===== config.mk =====
export PLATFORM = sky130hd
export DESIGN_NAME = useq_sequencer
export DESIGN_NICKNAME = d
export VERILOG_FILES = /design/src/rtl/pcpu_pkg.sv /design/src/rtl/useq_store.sv /design/src/rtl/useq_sequencer.sv
export SDC_FILE = /design/constraint.sdc
export NUM_CORES = 1
export LEC_CHECK = 0
export BUFFER_PORTS_ARGS = -buffer_cell sky130_fd_sc_hd__buf_2
export CAP_MARGIN = 20
export CORE_ASPECT_RATIO = 0.8
export CORE_MARGIN = 10
export CORE_UTILIZATION = 45
export CTS_BUF_LIST = sky130_fd_sc_hd__clkbuf_8
export CTS_CLUSTER_DIAMETER = 50
export CTS_CLUSTER_SIZE = 30
export DETAILED_ROUTE_END_ITERATION = 12
export GPL_ROUTABILITY_DRIVEN = 0
export REMOVE_ABC_BUFFERS = 1
export SLEW_MARGIN = 20
export SYNTH_ARGS = -nofsm -noshare
export SYNTH_HDL_FRONTEND = slang
export SYNTH_SLANG_ARGS = --single-unit

===== constraint.sdc =====
create_clock -name clk -period 3 [get_ports clk]
set_input_delay 0.15 -clock clk [delete_from_list [all_inputs] [get_ports clk]]
set_output_delay 0.15 -clock clk [all_outputs]
set_load 0.01 [all_outputs]

===== src/rtl/pcpu_pkg.sv =====
// Shared definitions for the pseudo-CPU microprogram sequencer.
package pcpu_pkg;

    // Branch-mode field encodings
    localparam logic [1:0] BR_SEQ  = 2'b00;
    localparam logic [1:0] BR_JMP  = 2'b01;
    localparam logic [1:0] BR_JCC  = 2'b10;
    localparam logic [1:0] BR_HALT = 2'b11;

    // Sequencer control states
    typedef enum logic [1:0] {
        IDLE,
        RUN,
        DONE
    } useq_state_t;

    // Bit positions inside dp_ctrl
    localparam int DPC_SW    = 0;
    localparam int DPC_WA    = 1;
    localparam int DPC_WB    = 2;
    localparam int DPC_OP_LO = 3;

endpackage


===== src/rtl/useq_store.sv =====
// Microprogram store: register-file memory, one sync write port, one async read port.
module useq_store #(
    parameter int P_LOG_MEMSIZE = 4,
    parameter int P_WIDTH       = 11
) (
    input  logic                     clk,
    input  logic                     we,
    input  logic [P_LOG_MEMSIZE-1:0] waddr,
    input  logic [P_WIDTH-1:0]       wdata,
    input  logic [P_LOG_MEMSIZE-1:0] raddr,
    output logic [P_WIDTH-1:0]       rdata
);

    logic [P_WIDTH-1:0] mem [0:(1 << P_LOG_MEMSIZE)-1];

    // Synchronous write; contents deliberately survive reset
    always_ff @(posedge clk) begin
        if (we) begin
            mem[waddr] <= wdata;
        end
    end

    assign rdata = mem[raddr];

endmodule


===== src/rtl/useq_sequencer.sv =====
// Microprogram sequencer: fetches mem[pc], emits datapath control, picks next address.
module useq_sequencer
    import pcpu_pkg::*;
#(
    parameter int P_LOG_MEMSIZE    = 4,
    parameter int P_NUM_D_CTRLBITS = 5,
    parameter int P_NUM_C_CTRLBITS = 2,
    parameter int P_CNT_WIDTH      = 16
) (
    input  logic                                                 clk,
    input  logic                                                 rst,
    input  logic                                                 en,
    input  logic                                                 start,
    input  logic                                                 prog_we,
    input  logic [P_LOG_MEMSIZE-1:0]                             prog_addr,
    input  logic [P_NUM_D_CTRLBITS+P_NUM_C_CTRLBITS+P_LOG_MEMSIZE-1:0] prog_data,
    input  logic                                                 cres,
    output logic [P_NUM_D_CTRLBITS-1:0]                          dp_ctrl,
    output logic                                                 busy,
    output logic                                                 done,
    output logic [P_LOG_MEMSIZE-1:0]                             pc,
    output logic [P_CNT_WIDTH-1:0]                               steps
);

    localparam int W = P_NUM_D_CTRLBITS + P_NUM_C_CTRLBITS + P_LOG_MEMSIZE;

    useq_state_t                 state;
    logic [W-1:0]                word;
    logic                        store_we;
    logic [P_NUM_D_CTRLBITS-1:0] word_d;
    logic [1:0]                  word_br;
    logic [P_LOG_MEMSIZE-1:0]    word_tgt;
    logic [P_LOG_MEMSIZE-1:0]    next_pc;

    // Writes while running are dropped so the executing program never changes under itself
    assign store_we = prog_we && (state != RUN);

    useq_store #(
        .P_LOG_MEMSIZE (P_LOG_MEMSIZE),
        .P_WIDTH       (W)
    ) u_store (
        .clk   (clk),
        .we    (store_we),
        .waddr (prog_addr),
        .wdata (prog_data),
        .raddr (pc),
        .rdata (word)
    );

    assign word_d   = word[W-1 -: P_NUM_D_CTRLBITS];
    assign word_br  = word[P_LOG_MEMSIZE +: 2];
    assign word_tgt = word[P_LOG_MEMSIZE-1:0];

    // Next-address select and datapath control for the current word
    always_comb begin
        next_pc = pc + 1'b1;
        dp_ctrl = '0;
        case (word_br)
            BR_JMP:  next_pc = word_tgt;
            BR_JCC:  if (cres) next_pc = word_tgt;
            default: ;
        endcase
        if ((state == RUN) && en && (word_br != BR_HALT)) begin
            dp_ctrl = word_d;
        end
    end

    // Control FSM with pc, step counter and status flags
    always_ff @(posedge clk) begin
        if (rst) begin
            state <= IDLE;
            pc    <= '0;
            steps <= '0;
            busy  <= 1'b0;
            done  <= 1'b0;
        end else begin
            case (state)
                IDLE: begin
                    done <= 1'b0;
                    if (en && start) begin
                        state <= RUN;
                        pc    <= '0;
                        steps <= '0;
                        busy  <= 1'b1;
                    end
                end
                RUN: begin
                    if (en) begin
                        if (word_br == BR_HALT) begin
                            state <= DONE;
                            busy  <= 1'b0;
                            done  <= 1'b1;
                        end else begin
                            pc <= next_pc;
                            if (steps != '1) begin
                                steps <= steps + 1'b1;
                            end
                        end
                    end
                end
                default: begin
                    state <= IDLE;
                    done  <= 1'b0;
                end
            endcase
        end
    end

endmodule

==> results.toml, run 1 <==
[detailed_routing]
drt_iter0_markers = 335
postRouteWirelength_microns = 18200
antenna_left = 0
routed-via-count = 4469
vias_per_cell = 5.59
wire_per_inst_microns = 22.7
drc_errors = 0
first_pass_iters = 4

[finish]
final_cell_area_sq_um = 9770
drive_gt1_share_pct = 34.2
post-route-util_pct = 54.3
areaGrowthSynthToFinish_pct = 19.1
fin_nets = 586
diodes = 0

[cts]
clk_latency_ns = 0.52
numCtsBuffers = 17
cts_tree = "built"
h-tree-depth = 1
clockBufferDepth = 3
clkSlewWorstSetupHoldPaths_ns = 0.11
cts.sinks = 204
cts_root_buf = "clkbuf_8"

[status]
failed_checks = "setup timing"
status = "finished, violations left"

[die]
initial_core_util_pct = 45.6
dieWidth_microns = 171
coreArea_sq_um = 18000
ios = 48
die_area_sq_um = 24100
rows = 44
die_y_microns = 141

[synthesis]
yosys.cell_types.count = 49
synth_cells = 446
synth_edf_count = 176
synth_most_common_cell = "edfxtp_1"
yosys_warnings = 0
synth_seq_cells = 204
synth_area_leaders = "edfxtp_1, mux4_2, dfxtp_1, mux4_1, nor2_1"
ys_top_cells_by_count = "edfxtp_1, mux4_2, nor2_1"
mappedNetlistArea_sq_um = 8200
synthFlopType = "edfxtp_1"
ys_seq_area_share_pct = 71.3
async_flop_share_pct = 0
post-synth-top-area-fraction_pct = 64.4
synth_largest_area_cell = "edfxtp_1"
syn_avg_cell_area_sq_um = 18.4

[worst_setup_path]
slowest_stage = "mux4_2"
cp-end-kind = "primary output"
cp_top_family = "multiplexers"
path_cells = "buf_8, mux4_2, mux4_2, ha_4, buf_6, nand4bb_4, buf_8, nor2b_1, buf_2"
crit_type = "register to primary output"
max_stage_delay_ns = 0.54
cp-start-kind = "register"
crit_fanout = 6
worst_ep_arrival_time_ns = 2.97
crit_buf_inv = 4
required_ns = 2.85

[placed_design]
numPortBuffers = 47
placed_area_sq_um = 8930
pre_cts_ws_ns = -0.105
dp_hpwl_microns = 11900

[sta]
skew_ns = 0.0161
fmaxAchievable_ghz = 0.320
rsz0062_at_grt = "true"
finalCriticalPeriod_ns = 3.12
finalHoldViolCount = 0
final_max_slew_viol_count = 0
setup_viol = 10
maxSlewHeadroom_pct = 50.4
worst_slack_ns = -0.122
tns_ns = -0.772
fin_crit_sh_pct = 104
worst_pin_slew_ns = 0.741

[power]
powerDensity_nw_per_um2 = 525
leakage_nw = 3.21
total_power_mw = 5.12
ir_drop_v = 0.000361

[grt]
overflow = 0
grt_pass1_vias = 4538
grt_max_degree = 25
grt_pass1_wl_microns = 27800
gr-usage-all-layers_pct = 15.1
antenna_found_initial = 0

[job]
cap_violations = 0

[hold_path]
hold_path_class = "input port to register"
[through the flow]
step	instances	hold WS (ns)
finish	800	0.0588
global route	800	0.0508
CTS	795	0.0407
detailed placement	746	0.485
global placement	746	0.476
floorplan	431	0.222
[flip-flops by register name (all words and copies together) (netlist names), named ones only]
register and cells:
busy 1, done 1, pc 4, state 2, steps 16, u_store.mem 176
[tightest hold or removal path: stages]
cell,delay [ns]
buf_2,0.13
a21oi_1,0.07
nor2_1,0.08
a21oi_1,0.04
nor2_1,0.07
[routing by layer]
metal | up-vias | share of wire, % | GRT usage (%)
met4 | 0 | 2.0 | 3.43
met1 | 2286 | 45 | 21.7
li1 | 2040 | - | -
met3 | 26 | 4.8 | 2.20
met2 | 117 | 48 | 24.0
met5 | - | 0 | 0
[cell families after synthesis]
logic type | synth area share, %
buffers and inverters | 1.63
adder cells (fa/ha/maj) | 0.763
XOR/XNOR | 0.747
flip-flops | 71.3
AO/OA/AOI/OAI | 3.86
multiplexers | 15.4
AND/OR/NAND/NOR | 6.35
[power breakdown]
group / switching [mW] / leakage [nW] / total, mW / internal (mW)
logic: 0.137 / 1.20 / 0.231 / 0.0942
clock network: 1.06 / 0.197 / 1.77 / 0.713
registers: 0.0122 / 1.82 / 3.12 / 3.11
[what timing repair did]
| action | CTS | global route |
|---|---|---|
| resized for setup | 14 | 21 |
| setup endpoints to repair | 9 | 23 |
| endpoints found under the hold margin | 145 | 0 |
| cloned | 1 | 1 |
| hold buffers | 13 | 0 |
| pin swaps | 4 | 9 |
| buffers inserted | 6 | 6 |
[layout by cell type, fill, tap and decap left out, types with 8 or more instances in the layout]
| cell type | instances |
|---|---|
| dfxtp_1 | 26 |
| buf_4 | 44 |
| dlygate4sd3_1 | 13 |
| nand2_1 | 17 |
| clkbuf_8 | 17 |
| mux4_1 | 9 |
| edfxtp_1 | 176 |
| nor2_1 | 31 |
| a21oi_1 | 12 |
| mux4_2 | 41 |
| buf_2 | 46 |
| mux2i_1 | 8 |
[layout make-up]
type | count | area (sq um)
Fill cell | 1432 | 8240
Sequential cell | 204 | 5850
Multi-Input combinational cell | 222 | 2420
Timing Repair Buffer | 109 | 774
Tap cell | 230 | 288
Clock buffer | 17 | 234
Clock inverter | 12 | 180
Inverter | 6 | 22.5
[path summary, 6_finish.rpt]
path                            cells after the start  startpoint  slack (ns)          to
worst min-delay path                                5       start        0.06        busy
worst max register to register                     10    register       -0.09   steps[11]
worst max-delay path                                9    register       -0.12  dp_ctrl[3]
worst min register to register                      2        busy        0.53        busy
Note: power is estimated with default switching activity, not from simulation.
==> run 2, diff against run 1 <==
- CTS_BUF_LIST: sky130_fd_sc_hd__clkbuf_8 -> sky130_fd_sc_hd__clkbuf_4 sky130_fd_sc_hd__clkbuf_8 sky130_fd_sc_hd__clkbuf_16
- MAX_ROUTING_LAYER: default -> met4
==> run 2 against run 1 <==
Net effect: the flow still finishes with violations (setup timing); combinational power is 9.5% lower; critical path depth did not move; register-to-register slack better by 0.06 ns; final area fell by 0.41%; critical endpoint unchanged; largest power group unchanged.
==> results.toml, run 2 (synthesis results as in run 1) <==
[sta]
setup_viol = 8
skew_ns = 0.0173
finalCriticalPeriod_ns = 3.08
fin_crit_sh_pct = 103
final_max_slew_viol_count = 0
finalHoldViolCount = 0
worst_pin_slew_ns = 0.744
tns_ns = -0.399
worst_slack_ns = -0.0755
fmaxAchievable_ghz = 0.325
rsz0062_at_grt = "true"
maxSlewHeadroom_pct = 50.2

[detailed_routing]
antenna_left = 0
first_pass_iters = 4
postRouteWirelength_microns = 18000
drt_iter0_markers = 386
drc_errors = 0
routed-via-count = 4448
wire_per_inst_microns = 23.0
vias_per_cell = 5.68

[finish]
areaGrowthSynthToFinish_pct = 18.6
regArea_sq_um = 5850
largest-register = "u_store.mem"
multi_input_area_sq_um = 2340
largest_register_ffs = 176
mostFrequentLayoutCells = "edfxtp_1, buf_2, mux4_2, buf_4, nor2_1"
drive_gt1_share_pct = 33.2
reg_top3 = "u_store.mem (176), steps (16), pc (4)"
layout_commonest_cell = "edfxtp_1"
fin_nets = 568
fillerInstances = 1426

[worst_setup_path]
cp-end-kind = "primary output"
slowest_stage = "mux4_2"
path_cells = "buf_8, mux4_2, mux4_2, ha_4, buf_6, nand4bb_4, buf_8, nor2b_1, buf_2"
worst_ep_arrival_time_ns = 2.93
max_stage_delay_ns = 0.54
cp-start-kind = "register"
crit_fanout = 6
required_ns = 2.85
crit_type = "register to primary output"

[grt]
grt_max_degree = 25
antenna_found_initial = 1
overflow = 0
gr-usage-all-layers_pct = 15.7
grt_pass1_vias = 4505
grt_pass1_wl_microns = 27800

[cts]
cts.sinks = 204
clk_latency_ns = 0.49
clockBufferDepth = 3
cts_root_buf = "clkbuf_16"
cts_tree = "built"
clkSlewWorstSetupHoldPaths_ns = 0.08
h-tree-depth = 1
numCtsBuffers = 17

[power]
leakage_nw = 3.22
ir_drop_v = 0.000323
powerDensity_nw_per_um2 = 581

[job]
cap_violations = 0

[status]
failed_checks = "setup timing"
status = "finished, violations left"

[die]
die_area_sq_um = 24100
initial_core_util_pct = 45.6
ios = 48
dieWidth_microns = 171
rows = 44
die_y_microns = 141
coreArea_sq_um = 18000

[placed_design]
numPortBuffers = 47
pre_cts_ws_ns = -0.105
dp_hpwl_microns = 11900

[hold_path]
hold_path_class = "input port to register"
## run 2: changes by cell type in the layout (fill, tap and decap cells not counted), sizes merged
cell,delta
diode,+1
dlygate4sd3,-12
o21ai,-1
buf,-5
## run 2: critical path, delay by kind of cell, from the launching register on
kind,cells,cell delay (ns)
DFF,1,0.37
muxes,2,1.03
adders and majority gates,1,0.20
and+or+nand+nor,2,0.31
buffers and inverters,4,0.54
## run 2: cell type report
| cell class | count | area share (%) |
|---|---|---|
| antenna | 1 | 0.0257 |
| clock buffer | 17 | 4.37 |
| clock inverter | 12 | 1.85 |
| inverter | 6 | 0.232 |
| multi-input combinational | 221 | 24.1 |
| sequential | 204 | 60.1 |
| tap | 230 | 2.96 |
| timing repair buffer | 92 | 6.30 |
## run 2: path summary, 6_finish.rpt
path / from / end / slack [ns] / cells after the start
max reg2reg: register / steps[11] / -0.03 / 9
min: prog_data[4] / u_store.mem[1][4] / 0.04 / 1
max: register / dp_ctrl[3] / -0.08 / 9
min reg2reg: busy / busy / 0.52 / 2
## run 2: metrics by stage
step	cell area (sq um)	hold slack (ns)	cells	total power, mW	util [%]
floorplan	8090	0.222	431	3.27	-
global placement	8930	0.476	746	3.37	49.6
detailed placement	8930	0.485	746	3.38	49.6
CTS	9700	0.0116	783	5.72	53.9
global route	9730	0.0301	783	5.85	54.0
finish	9730	0.0372	783	5.65	54.0
## run 2: timing repair
action / in CTS / in global routing
gates resized for setup: 14 / 9
endpoints found under the setup margin: 9 / 23
gates cloned: 1 / 0
pin swaps: 4 / 4
hold endpoints to repair: 1 / 0
hold buffers: 1 / 0
setup buffers: 6 / 1
## run 2: report_power, final
group	total [mW]	leakage [nW]	switching, mW	internal [mW]
clock network	2.33	0.284	1.12	1.21
registers	3.12	1.82	0.0115	3.11
logic	0.209	1.12	0.131	0.0780
## run 2: metal layers
metal	vias up	part of all wire, %	GRT usage [%]
met2	116	48	24.0
met4	0	1.8	3.61
li1	2015	-	-
met1	2294	45	21.7
met3	23	5.1	2.37
met5	-	0	-
==> run 3, diff against run 2 <==
- GPL_TIMING_DRIVEN: default -> 1
- MAX_ROUTING_LAYER: met4 -> default
==> run 3 against run 2 <==
Net effect: the run still ends with setup timing left; largest power group unchanged; highest routed layer is now met5; worst setup slack better by 0.0045 ns; cell count is 0.13% lower; sequential share of layout area is essentially flat; register-to-register slack hardly changed; critical endpoint unchanged; non-clock buffer count unchanged.
==> results.toml, run 3 (synthesis results as in run 1) <==
[hold_path]
hold_depth = 1
whs_endpoint = "u_store.mem[1][4]"
hold_path_class = "input port to register"
min_from = "prog_data[4]"

[sta]
maxSlewHeadroom_pct = 50.1
finalHoldViolCount = 0
setup_viol = 8
final_max_slew_viol_count = 0
fmaxAchievable_ghz = 0.326
skew_ns = 0.0120
fin_crit_sh_pct = 102
worst_pin_slew_ns = 0.746
finalCriticalPeriod_ns = 3.07
rsz0062_at_grt = "true"
worst_slack_ns = -0.0710
whs_ns = 0.0411

[cts]
clkSlewWorstSetupHoldPaths_ns = 0.08
clockBufferDepth = 3
cts_tree = "built"
numCtsBuffers = 17
cts_root_buf = "clkbuf_16"
h-tree-depth = 1
clk_latency_ns = 0.48
cts.sinks = 204

[grt]
grt_pass1_wl_microns = 27800
grt.met3_usage_pct = 2.37
top_usage_layer = "met2"
met1_usage_pct = 21.6
overflow = 0
grt_max_degree = 25
use_met2_pct = 24.0
grt_pass1_vias = 4517
antenna_found_initial = 1
gr-usage-all-layers_pct = 15.2

[placed_design]
dp_hpwl_microns = 11900
placed_area_sq_um = 8930
numPortBuffers = 47

[finish]
largest-register = "u_store.mem"
layout_commonest_cell = "edfxtp_1"
final_cell_area_sq_um = 9720
reg_top3 = "u_store.mem (176), steps (16), pc (4)"
largest_register_ffs = 176
fin_nets = 568
fillerInstances = 1425
diodes = 0
drive_gt1_share_pct = 33.2
areaGrowthSynthToFinish_pct = 18.5
mostFrequentLayoutCells = "edfxtp_1, buf_2, mux4_2, buf_4, nor2_1"

[worst_setup_path]
crit_fanout = 6
r2r-end = "steps[15]"
reg2reg_depth = 10
path_cells = "buf_8, mux4_2, mux4_2, ha_4, buf_6, nand4bb_4, buf_8, nor2b_1, buf_2"
cp_top_family = "multiplexers"
crit_type = "register to primary output"
max_stage_delay_ns = 0.54
cp-start-kind = "register"
required_ns = 2.85
cp-end-kind = "primary output"
crit_buf_inv = 4
regToRegSetupSlack_ns = -0.03
cp.depth = 9
worst_ep_arrival_time_ns = 2.92
slowest_stage = "mux4_2"

[power]
ir_drop_v = 0.000322
pwr-share-seq_pct = 55.2
p_int_mw = 4.39
switchingPower_mw = 1.25
clkPwrFrac_pct = 41.1
power_frac_comb_pct = 3.7
total_power_mw = 5.65
powerDensity_nw_per_um2 = 581
switching_share_pct = 22.2
leakage_nw = 3.22

[die]
rows = 44
ios = 48
die_y_microns = 141
dieWidth_microns = 171
initial_core_util_pct = 45.6
coreArea_sq_um = 18000
die_area_sq_um = 24100

[status]
status = "finished, violations left"
failed_checks = "setup timing"

[detailed_routing]
wire_per_inst_microns = 23.1
vias_per_cell = 5.69
postRouteWirelength_microns = 18100
first_pass_iters = 4
drt_iter0_markers = 372
antenna_left = 0
routed-via-count = 4448
drc_errors = 0

[job]
cap_violations = 0
[run 3: timing repair]
action,4_1_cts,5_1_grt
endpoints found under the hold margin,1,0
gates cloned,1,0
endpoints found under the setup margin,9,23
hold buffers,1,0
buffers inserted,6,1
pin swaps,4,4
gates resized for setup,14,9
[run 3: power by group through the flow]
| stage | clock network (mW) | logic [mW] | registers [mW] |
|---|---|---|---|
| after floorplan | 0 | 0.0831 | 3.19 |
| after global placement | 0 | 0.190 | 3.18 |
| after detailed placement | 0 | 0.195 | 3.18 |
| after CTS | 2.39 | 0.208 | 3.12 |
| after global routing | 2.50 | 0.229 | 3.12 |
| final | 2.32 | 0.209 | 3.12 |
[run 3: stage by stage]
stage	utilization, %	worst slack [ns]	std cells	setup TNS (ns)
floorplan	-	-1.02	431	-23.56
global placement	49.6	-0.0259	746	-0.0421
detailed placement	49.6	-0.105	746	-0.295
CTS	53.9	-0.180	783	-0.771
global route	54.0	-0.172	782	-1.46
finish	54.0	-0.0710	782	-0.373
[run 3: layout make-up]
class | count | area (sq um) | area share (%)
clock inverter | 12 | 180 | 1.85
multi-input combinational | 221 | 2340 | 24.1
tap | 230 | 288 | 2.96
inverter | 6 | 22.5 | 0.232
timing repair buffer | 92 | 613 | 6.30
sequential | 204 | 5850 | 60.2
clock buffer | 17 | 425 | 4.37
[run 3: layer usage]
metal,up-vias,share of wire (%)
met3,25,4.3
met1,2313,45
met5,-,0.10
met2,96,49
li1,2012,-
met4,2,1.8
[run 3: worst max-delay path by stage]
stage	end	slack (ns)
after global routing	dp_ctrl[3]	-0.17
after detailed placement	steps[13]	-0.10
after floorplan	steps[15]	-1.02
after CTS	dp_ctrl[1]	-0.18
after global placement	steps[13]	-0.03
final	dp_ctrl[3]	-0.07
